<file path="src/rtl/inst_fetch_queue.sv">
// Instruction fetch front end: single-outstanding fetch FSM feeding a
// small PC-tagged instruction FIFO, flushed and restarted on redirect.
module inst_fetch_queue #(
    parameter int unsigned QUEUE_DEPTH = 4,
    parameter logic [31:0] RESET_PC    = 32'h0000_0000
) (
    input  logic        clk,
    input  logic        reset,
    output logic        mem_req,
    output logic [31:0] mem_addr,
    input  logic        mem_gnt,
    input  logic        mem_rvalid,
    input  logic [31:0] mem_rdata,
    output logic        inst_valid,
    output logic [31:0] inst,
    output logic [31:0] inst_pc,
    input  logic        inst_ready,
    input  logic        redirect,
    input  logic [31:0] redirect_pc
);

    localparam int unsigned PW = $clog2(QUEUE_DEPTH);
    localparam int unsigned CW = PW + 1;
    localparam logic [CW-1:0] FULL = CW'(QUEUE_DEPTH);

    typedef enum logic [1:0] {
        IDLE,
        REQ,
        RESP,
        DRAIN
    } state_e;

    state_e        state_q, state_d;
    logic [31:0]   fetch_pc_q, fetch_pc_d;
    logic [31:0]   req_pc_q, req_pc_d;
    logic          discard_q, discard_d;
    logic [PW-1:0] wr_ptr_q, wr_ptr_d;
    logic [PW-1:0] rd_ptr_q, rd_ptr_d;
    logic [CW-1:0] count_q, count_d;
    logic [31:0]   data_q [QUEUE_DEPTH];
    logic [31:0]   data_d [QUEUE_DEPTH];
    logic [31:0]   pc_q [QUEUE_DEPTH];
    logic [31:0]   pc_d [QUEUE_DEPTH];

    logic          push;
    logic          pop;
    logic [CW-1:0] count_after_push;

    assign mem_req    = (state_q == REQ);
    assign mem_addr   = req_pc_q;
    assign inst_valid = (count_q != '0);
    assign inst       = data_q[rd_ptr_q];
    assign inst_pc    = pc_q[rd_ptr_q];

    assign pop              = inst_valid & inst_ready;
    assign count_after_push = count_q + CW'(1) - CW'(pop);

    always_comb begin
        state_d    = state_q;
        fetch_pc_d = fetch_pc_q;
        req_pc_d   = req_pc_q;
        discard_d  = discard_q;
        push       = 1'b0;

        unique case (state_q)
            IDLE: begin
                if (count_q < FULL && !redirect) begin
                    state_d  = REQ;
                    req_pc_d = fetch_pc_q;
                end
            end
            REQ: begin
                if (mem_gnt) begin
                    if (discard_q || redirect) begin
                        state_d = DRAIN;
                    end else begin
                        state_d    = RESP;
                        fetch_pc_d = fetch_pc_q + 32'd4;
                    end
                end else if (redirect) begin
                    discard_d = 1'b1;
                end
            end
            RESP: begin
                // A redirect squashes the in-flight response, even one landing now
                if (redirect) begin
                    state_d = mem_rvalid ? IDLE : DRAIN;
                end else if (mem_rvalid) begin
                    push = 1'b1;
                    if (count_after_push < FULL) begin
                        state_d  = REQ;
                        req_pc_d = fetch_pc_q;
                    end else begin
                        state_d = IDLE;
                    end
                end
            end
            DRAIN: begin
                if (mem_rvalid) begin
                    state_d   = IDLE;
                    discard_d = 1'b0;
                end
            end
        endcase

        if (redirect) begin
            fetch_pc_d = redirect_pc & ~32'h3;
        end
    end

    always_comb begin
        wr_ptr_d = wr_ptr_q;
        rd_ptr_d = rd_ptr_q;
        count_d  = count_q;
        data_d   = data_q;
        pc_d     = pc_q;

        if (push) begin
            data_d[wr_ptr_q] = mem_rdata;
            pc_d[wr_ptr_q]   = req_pc_q;
            wr_ptr_d         = wr_ptr_q + PW'(1);
        end
        if (pop) begin
            rd_ptr_d = rd_ptr_q + PW'(1);
        end
        unique case ({push, pop})
            2'b10:   count_d = count_q + CW'(1);
            2'b01:   count_d = count_q - CW'(1);
            default: count_d = count_q;
        endcase

        if (redirect) begin
            wr_ptr_d = '0;
            rd_ptr_d = '0;
            count_d  = '0;
        end
    end

    always_ff @(posedge clk) begin
        if (reset) begin
            state_q    <= IDLE;
            fetch_pc_q <= RESET_PC;
            req_pc_q   <= RESET_PC;
            discard_q  <= 1'b0;
            wr_ptr_q   <= '0;
            rd_ptr_q   <= '0;
            count_q    <= '0;
            for (int i = 0; i < QUEUE_DEPTH; i++) begin
                data_q[i] <= '0;
                pc_q[i]   <= '0;
            end
        end else begin
            state_q    <= state_d;
            fetch_pc_q <= fetch_pc_d;
            req_pc_q   <= req_pc_d;
            discard_q  <= discard_d;
            wr_ptr_q   <= wr_ptr_d;
            rd_ptr_q   <= rd_ptr_d;
            count_q    <= count_d;
            data_q     <= data_d;
            pc_q       <= pc_d;
        end
    end

endmodule
</file>
<file path="config.mk">
export PLATFORM = sky130hd
export DESIGN_NAME = inst_fetch_queue
export DESIGN_NICKNAME = d
export VERILOG_FILES = /design/src/rtl/inst_fetch_queue.sv
export SDC_FILE = /design/constraint.sdc
export NUM_CORES = 1
export LEC_CHECK = 0
export ABC_CLOCK_PERIOD_IN_PS = 2090
export BUFFER_PORTS_ARGS = -buffer_cell sky130_fd_sc_hd__buf_2
export CAP_MARGIN = 20
export CORE_AREA = 2 2 168 170
export CTS_CLUSTER_DIAMETER = 60
export CTS_CLUSTER_SIZE = 10
export DETAILED_ROUTE_END_ITERATION = 8
export DIE_AREA = 0 0 170 172
export PLACE_DENSITY_LB_ADDON = 0.08
export SETUP_SLACK_MARGIN = 0.4
export SKIP_CTS_REPAIR_TIMING = 1
export SYNTH_ARGS = -nofsm -noshare
export SYNTH_HDL_FRONTEND = slang
export SYNTH_SLANG_ARGS = --single-unit
</file>
<file path="constraint.sdc">
create_clock -name clk -period 2.09 [get_ports clk]
set_input_delay 0.3135 -clock clk [delete_from_list [all_inputs] [get_ports clk]]
set_output_delay 0.3135 -clock clk [all_outputs]
set_load 0.05 [all_outputs]
</file>
---- After elaboration in Yosys (flattened, before gate mapping) ----
Cells that the tools add are included.
word-level totals
  register bits after elaboration ......... 330
  input bits .............................. 70
  output and inout bits ................... 98
cells by class
  $add $sub $neg .......................... 6
  magnitude comparators ................... 5
  equal/unequal tests ..................... 15
  mux-type cells .......................... 36
  bitwise operators ....................... 4
  reductions and logical operators ........ 17
operator list
  operator                                                               count
  32-bit two-way mux                                                     13
  128-bit bitwise mux                                                    2
  32-bit binary-select mux with 2-bit select                             2
  32-bit demux with 2-bit select                                         1
  32-bit case mux with 2 select lines                                    1
  32-bit by 3-bit adder with 32-bit output (second input constant)       1
  2-bit != test (second input constant)                                  7
  2-bit two-way mux                                                      6
  2-bit nonzero test                                                     5
  1-bit two-way mux                                                      8
  2-bit case mux with 4 select lines                                     1
  4-bit AND reduction                                                    2
  2-bit == test (second input constant)                                  3
  3-bit >= comparator (second input constant)                            2
  3-bit < comparator (second input constant)                             2
  2-bit NOT with 3-bit output                                            2
  3-bit case mux with 2 select lines                                     1
  3-bit AND reduction                                                    2
  5-bit AND reduction                                                    1
  2-bit by 1-bit adder with 2-bit output (second input constant)         2
  2-bit by 1-bit == test with 1-bit output (second input constant)       2
  2-bit by 1-bit != test with 1-bit output (second input constant)       2
  3-bit by 1-bit adder with 3-bit output (second input constant)         1
  3-bit by 1-bit < comparator with 1-bit output (second input constant)  1
  12 further kinds                                                       13

---- Longest topological paths before layout ----
Gate-level depths: netlist of run 1.
  depth in word-level cells ............... 8
  gate-level depth with buffers ........... 8

---- Worst setup path before layout of run 1 ----
No wires, ideal clock.
  kind .................................... register to output
  start point ............................. reg rd_ptr_q[1]
  end point ............................... out inst_pc[22]
  arrival time ............................ 1.844 ns
  required time ........................... 1.776 ns
  setup slack ............................. -0.067 ns
  cell stages (with the launch flop) ...... 5
  buffers on the path ..................... 3
  path through ............................ dfxtp_1 > buf_2 > clkbuf_1 > clkbuf_1 > mux4_2
between the ends
  cells in the longest elaborated chain, start to end .. 4
ends and longest elaborated chain
  what                                                    RTL line  RTL
  start, declared                                         38        logic [PW-1:0] rd_ptr_q, rd_ptr_d;
  start signal, assigned                                  158       rd_ptr_q <= rd_ptr_d;
  2-bit NOT with 3-bit output (implied by the code)       53        assign inst_pc = pc_q[rd_ptr_q];
  32-bit binary-select mux with 2-bit select              53
  32-bit two-way mux (implied by the code) (2 in series)  53
  end, declared                                           16        output logic [31:0] inst_pc,
No other way between the ends. The select of a mux whose other input is x is not followed.

---- Final worst setup path of run 1 ----
  start point ............................. reg rd_ptr_q[0]
  end point ............................... out inst_pc[12]
The elaborated chain is that of the path after synthesis.

==> results of run 1 <==
==> per-stage QoR <==
stage	power [W]	TNS, ns	hold WS [ns]	std cells
6_report	0.0132	-6.56	0.0230	2282
5_1_grt	0.0136	-8.48	0.0277	2282
4_1_cts	0.0130	-9.00	0.0195	2189
3_5_place_dp	0.00726	-0.0888	0.444	2142
3_3_place_gp	0.00725	-0.0504	0.438	2142
2_1_floorplan	0.00694	0	0.433	1707
==> kinds of logic (layout without fill, tap and decap cells) <==
logic type | Yosys count | after routing | share of synthesized area (%)
flip-flops | 318 | 318 | 44.6
multiplexers | 70 | 73 | 10.4
adder cells (fa/ha/maj) | 9 | 9 | 0.790
AO/OA/AOI/OAI | 367 | 367 | 14.6
AND/OR/NAND/NOR | 760 | 763 | 24.0
buffers and inverters | 164 | 387 | 4.62
XOR/XNOR | 15 | 15 | 0.921
other | 1 | 4 | 0.0263
==> worst reg2reg max path, cell delays in order, from the launching register on <==
cell       delay [ns]
dfxtp_2          0.33
nand4_1          0.20
buf_4            0.21
or4_4            0.52
or3_4            0.40
a2111oi_4        0.28
==> flip-flops by register name, summed over array words and instances, names as in the netlist <==
signal and cells:
pc_q 120, fetch_pc_q 30, count_q 3, mem_addr 30
rd_ptr_q 2, data_q 128, discard_q 1, wr_ptr_q 2
state_q 2
==> layout make-up <==
class                      count  share of cell area (%)
inverter                      13                   0.248
tap                          346                    2.09
clock inverter                 4                   0.236
clock buffer                  43                    4.79
timing repair buffer         327                    17.7
sequential                   318                    31.0
multi-input combinational   1231                    44.0
==> layer usage <==
layer | up-vias | share of wire, %
met1 | 6853 | 38
met3 | 197 | 7.5
met2 | 632 | 49
met5 | - | 0
met4 | 0 | 4.9
li1 | 6418 | -
==> power by group through the flow <==
stage          combinational [W]  sequential [W]  clock, W
3_3_place_gp            0.000878         0.00638         0
2_1_floorplan           0.000493         0.00645         0
6_report                 0.00106         0.00627   0.00588
5_1_grt                  0.00112         0.00628   0.00617
3_5_place_dp            0.000883         0.00638         0
4_1_cts                 0.000887         0.00625   0.00591
==> layout by cell type, fill, tap and decap left out, drive strengths merged, types with 11 or more instances in the layout <==
cell,n
a211oi,12
a21oi,250
a22oi,30
buf,291
clkbuf,79
dfxtp,318
inv,13
mux4,62
nand2,522
nand3,43
nand4,44
nor2,32
nor2b,34
nor3b,29
o21ai,39
or4,11
==> final timing paths <==
kind	end	slack (ns)	cells past startpoint
worst min-delay path	fetch_pc_q[2]	0.02	2
worst max-delay path	inst_pc[12]	-0.17	4
worst min register to register	data_q[3]	0.45	2
worst max register to register	fetch_pc_q[28]	0.04	5
==> results.sh, run 1 <==
export IMPL_grt_pass1_wl_mm=62.6
export IMPL_status="complete, but fails checks"
export IMPL_synthTopCellsByCount="nand2_1 (520), dfxtp_1 (318), a21oi_1 (250)"
export IMPL_netlist_area_um2=14300
export IMPL_yosysMostFrequentCell="nand2_1"
export IMPL_synth_edf_count=0
export IMPL_drt_iter0_markers=1299
export IMPL_arrival_ns=1.94
export IMPL_r2r_start="fetch_pc_q[11]"
export IMPL_hpwl_mm=24.5
export IMPL_fin_crit_sh_pct=108
export IMPL_synthFlopType="dfxtp_1"
export IMPL_intPower_w=0.00996
export IMPL_finalNetCount=2008
export IMPL_num_antenna_cells=0
export IMPL_finalHoldViolCount=0
export IMPL_netlist_top_cells_area="dfxtp_1 (45%), nand2_1 (14%), mux4_2 (9.8%)"
export IMPL_numClockSinks=318
export IMPL_drcViolationCount=0
export IMPL_setup_viol=62
export IMPL_finish_utilization_pct=75.3
export IMPL_rows=61
export IMPL_wl_per_cell_um=22.4
export IMPL_drive_gt1_share_pct=40.0
export IMPL_grt_busiest_layer="met2"
export IMPL_critPathLaunchType="flip-flop"
export IMPL_cts_tree="built"
export IMPL_fillers=1870
export IMPL_synth_largest_area_cell="dfxtp_1"
export IMPL_p_switching_w=0.00326
export IMPL_clock_latency_ns=0.52
export IMPL_path_max_fanout=6
export IMPL_grtUsageMet3_pct=3.82
export IMPL_crit_required_ns=1.78
export IMPL_pwr_share_seq_pct=47.4
export IMPL_hold_path_class="in -> reg"
export IMPL_crit_type="reg -> out"
export IMPL_place_gp_congestion=0.869
export IMPL_grt_start_max_net_pins=92
export IMPL_synth_top_area_share_pct=44.6
export IMPL_maxCapViolCount=0
export IMPL_relSlewSlack_pct=51.6
export IMPL_path_buf_inv=3
export IMPL_cp_top_family="multiplexers"
export IMPL_startpoint="rd_ptr_q[0]"
export IMPL_die_x_um=170
export IMPL_postSynthCellCount=1704
export IMPL_overflow=0
export IMPL_antenna_found_initial=0
export IMPL_place_area_um2=16100
export IMPL_hp_start="redirect_pc[2]"
export IMPL_worstMarginPinSlew_ns=0.726
export IMPL_grt_met2_usage_pct=45.6
export IMPL_core_um2=27500
export IMPL_fin_ws_ns=-0.168
export IMPL_htreeDepth=2
export IMPL_fmax_ghz=0.443
export IMPL_combinationalPowerShare_pct=8.1
export IMPL_fp_dieH_um=172
export IMPL_power_switching_share_pct=24.6
export IMPL_cts_path_max_buffers=3
export IMPL_grt_usage_pct=26.4
export IMPL_regArea_um2=6400
export IMPL_portBuffers=161
export IMPL_multi_input_comb_area_um2=9090
export IMPL_ys_seq_elements=318
export IMPL_drv_slew=0
export IMPL_route_vias_total=14100
export IMPL_grt_pass1_vias=11890
export IMPL_power_share_clock_pct=44.5
export IMPL_die_area_um2=29200
export IMPL_path_cells="buf_4 -> buf_16 -> mux4_2 -> buf_6"
export IMPL_period_needed_ns=2.26
export IMPL_violations="setup timing"
export IMPL_syn_to_final_growth_pct=45.1
export IMPL_drtAntennaViolNets=0
export IMPL_setup_worst_path_end_class="output port"
export IMPL_initial_core_util_pct=51.9
export IMPL_final_area_um2=20700
export IMPL_leakage_nw=7.93
export IMPL_root_buffer="clkbuf_16"
export IMPL_numCtsBuffers=38
export IMPL_drtPass1Iterations=5
export IMPL_clk_pin_slew_ns=0.06
export IMPL_fin_skew_ns=0.0161
export IMPL_syn_mean_instance_area_um2=8.37
export IMPL_critPathMaxStageDelay_ns=0.55
export IMPL_yosysSeqAreaShare_pct=44.6
export IMPL_power_density_nw_per_um2=639
export IMPL_yosysUniqueCellTypes=54
export IMPL_globalRouteMet1Util_pct=34.7
export IMPL_ir_worst_vdd_v=0.000460
export IMPL_yosys_warnings=0
export IMPL_place_ws_ns=-0.0767
export IMPL_routed_wl_mm=51.0
export IMPL_rsz0062_at_grt="yes"
export IMPL_async_flop_share_pct=0
export IMPL_post_drt_via_cell_ratio=6.18
export IMPL_slowest_stage="mux4_2"
export IMPL_io_pins=168
Power figures use the tool's default switching activity.
==> inputs of run 2 (changes only) <==
Settings changed: CORE_AREA 2 2 168 170 to 2 2 176 161, DIE_AREA 0 0 170 172 to 0 0 178 163.
==> results.sh, run 2 (same netlist as run 1, synthesis figures left out) <==
export IMPL_rows=58
export IMPL_portBuffers=161
export IMPL_cts_tree="built"
export IMPL_fin_ws_ns=-0.146
export IMPL_hpwl_mm=24.6
export IMPL_regArea_um2=6400
export IMPL_place_gp_congestion=0.814
export IMPL_crit_required_ns=1.78
export IMPL_fillers=1805
export IMPL_core_um2=27400
export IMPL_layout_common_cells="nand2_1 (413), dfxtp_1 (297), a21oi_1 (157)"
export IMPL_antenna_found_initial=1
export IMPL_grt_pass1_wl_mm=62.0
export IMPL_status="complete, but fails checks"
export IMPL_ir_worst_vdd_v=0.000518
export IMPL_fp_dieH_um=163
export IMPL_finalHoldViolCount=0
export IMPL_rsz0062_at_grt="yes"
export IMPL_drtAntennaViolNets=0
export IMPL_grt_pass1_vias=11868
export IMPL_cts_path_max_buffers=3
export IMPL_clock_latency_ns=0.52
export IMPL_io_pins=168
export IMPL_clk_pin_slew_ns=0.06
export IMPL_p_switching_w=0.00327
export IMPL_maxCapViolCount=0
export IMPL_reg_largest_list="data_q x128, pc_q x120"
export IMPL_arrival_ns=1.92
export IMPL_wl_per_cell_um=22.1
export IMPL_combinationalPowerShare_pct=8.3
export IMPL_drv_slew=0
export IMPL_final_common_cell="nand2_1"
export IMPL_route_vias_total=14036
export IMPL_syn_to_final_growth_pct=46.0
export IMPL_setup_viol=62
export IMPL_multi_input_comb_area_um2=8970
export IMPL_whs_ns=0.0221
export IMPL_finalNetCount=2024
export IMPL_relSlewSlack_pct=53.5
export IMPL_grt_start_max_net_pins=115
export IMPL_stdcell_count=2312
export IMPL_drive_gt1_share_pct=39.7
export IMPL_intPower_w=0.00993
export IMPL_setup_worst_path_end_class="output port"
export IMPL_numCtsBuffers=38
export IMPL_path_max_fanout=8
export IMPL_drt_iter0_markers=1280
export IMPL_hold_path_class="in -> reg"
export IMPL_period_needed_ns=2.24
export IMPL_htreeDepth=2
export IMPL_initial_core_util_pct=52.1
export IMPL_drcViolationCount=0
export IMPL_pwr_share_seq_pct=47.5
export IMPL_placedCellCount=2155
export IMPL_power_w=0.0132
export IMPL_worstMarginPinSlew_ns=0.697
export IMPL_power_share_clock_pct=44.2
export IMPL_power_switching_share_pct=24.8
export IMPL_routed_wl_mm=51.1
export IMPL_power_density_nw_per_um2=634
export IMPL_violations="setup timing"
export IMPL_top_register="data_q"
export IMPL_root_buffer="clkbuf_16"
export IMPL_largest_reg_flops=128
export IMPL_numClockSinks=318
export IMPL_fin_skew_ns=0.0213
export IMPL_leakage_nw=7.82
export IMPL_critPathLaunchType="flip-flop"
export IMPL_die_area_um2=29000
export IMPL_die_x_um=178
export IMPL_overflow=0
export IMPL_post_drt_via_cell_ratio=6.07
export IMPL_grt_usage_pct=26.4
export IMPL_fin_crit_sh_pct=107
export IMPL_fmax_ghz=0.447
export IMPL_crit_type="reg -> out"
export IMPL_drtPass1Iterations=8
-- run 2: power by group through the flow --
stage               Combinational [W]  Sequential [W]  Clock (W)
floorplan                    0.000493         0.00645          0
global placement             0.000879         0.00638          0
detailed placement           0.000882         0.00638          0
CTS                          0.000887         0.00625    0.00586
global route                  0.00116         0.00628    0.00613
finish                        0.00110         0.00627    0.00583
-- run 2: through the flow --
stage	TNS [ns]	area, um^2	utilization (%)	worst slack, ns
after floorplan	0	14700	-	0.122
after global placement	0	16100	58.8	0.0555
after detailed placement	0	16100	58.8	0.0451
after CTS	-7.92	17100	62.6	-0.185
after global routing	-8.47	20800	76.1	-0.181
final	-6.34	20800	76.1	-0.146
-- run 2: routing by layer --
| metal | up-vias | part of all wire [%] | track usage (%) |
|---|---|---|---|
| met2 | 636 | 48 | 44.1 |
| met1 | 6806 | 39 | 35.8 |
| li1 | 6431 | - | - |
| met4 | 0 | 4.2 | 6.89 |
| met3 | 163 | 8.7 | 4.13 |
| met5 | - | 0 | 0 |
-- run 2: final cells by class --
class	count	share of cell area [%]
flip-flops and latches	318	30.7
inverters	13	0.246
multi-input cells	1231	43.1
clock inverters	2	0.0841
diodes	1	0.0120
repair buffers	343	18.8
clock buffers	44	4.87
well taps	360	2.16
-- run 2: final timing paths --
| path | start | to | slack, ns | cells after the start |
|---|---|---|---|---|
| setup / recovery | rd_ptr_q[0] | inst_pc[13] | -0.15 | 4 |
| hold / removal | redirect_pc[2] | fetch_pc_q[2] | 0.02 | 2 |
| setup reg to reg | count_q[0] | mem_addr[12] | 0.08 | 8 |
| hold reg to reg | pc_q[10] | pc_q[10] | 0.45 | 2 |
-- run 2: critical path, cell delays in order, from the launching register on --
cell and delay (ns):
dfxtp_4 0.39, buf_6 0.13, buf_12 0.14, mux4_2 0.56, buf_8 0.18
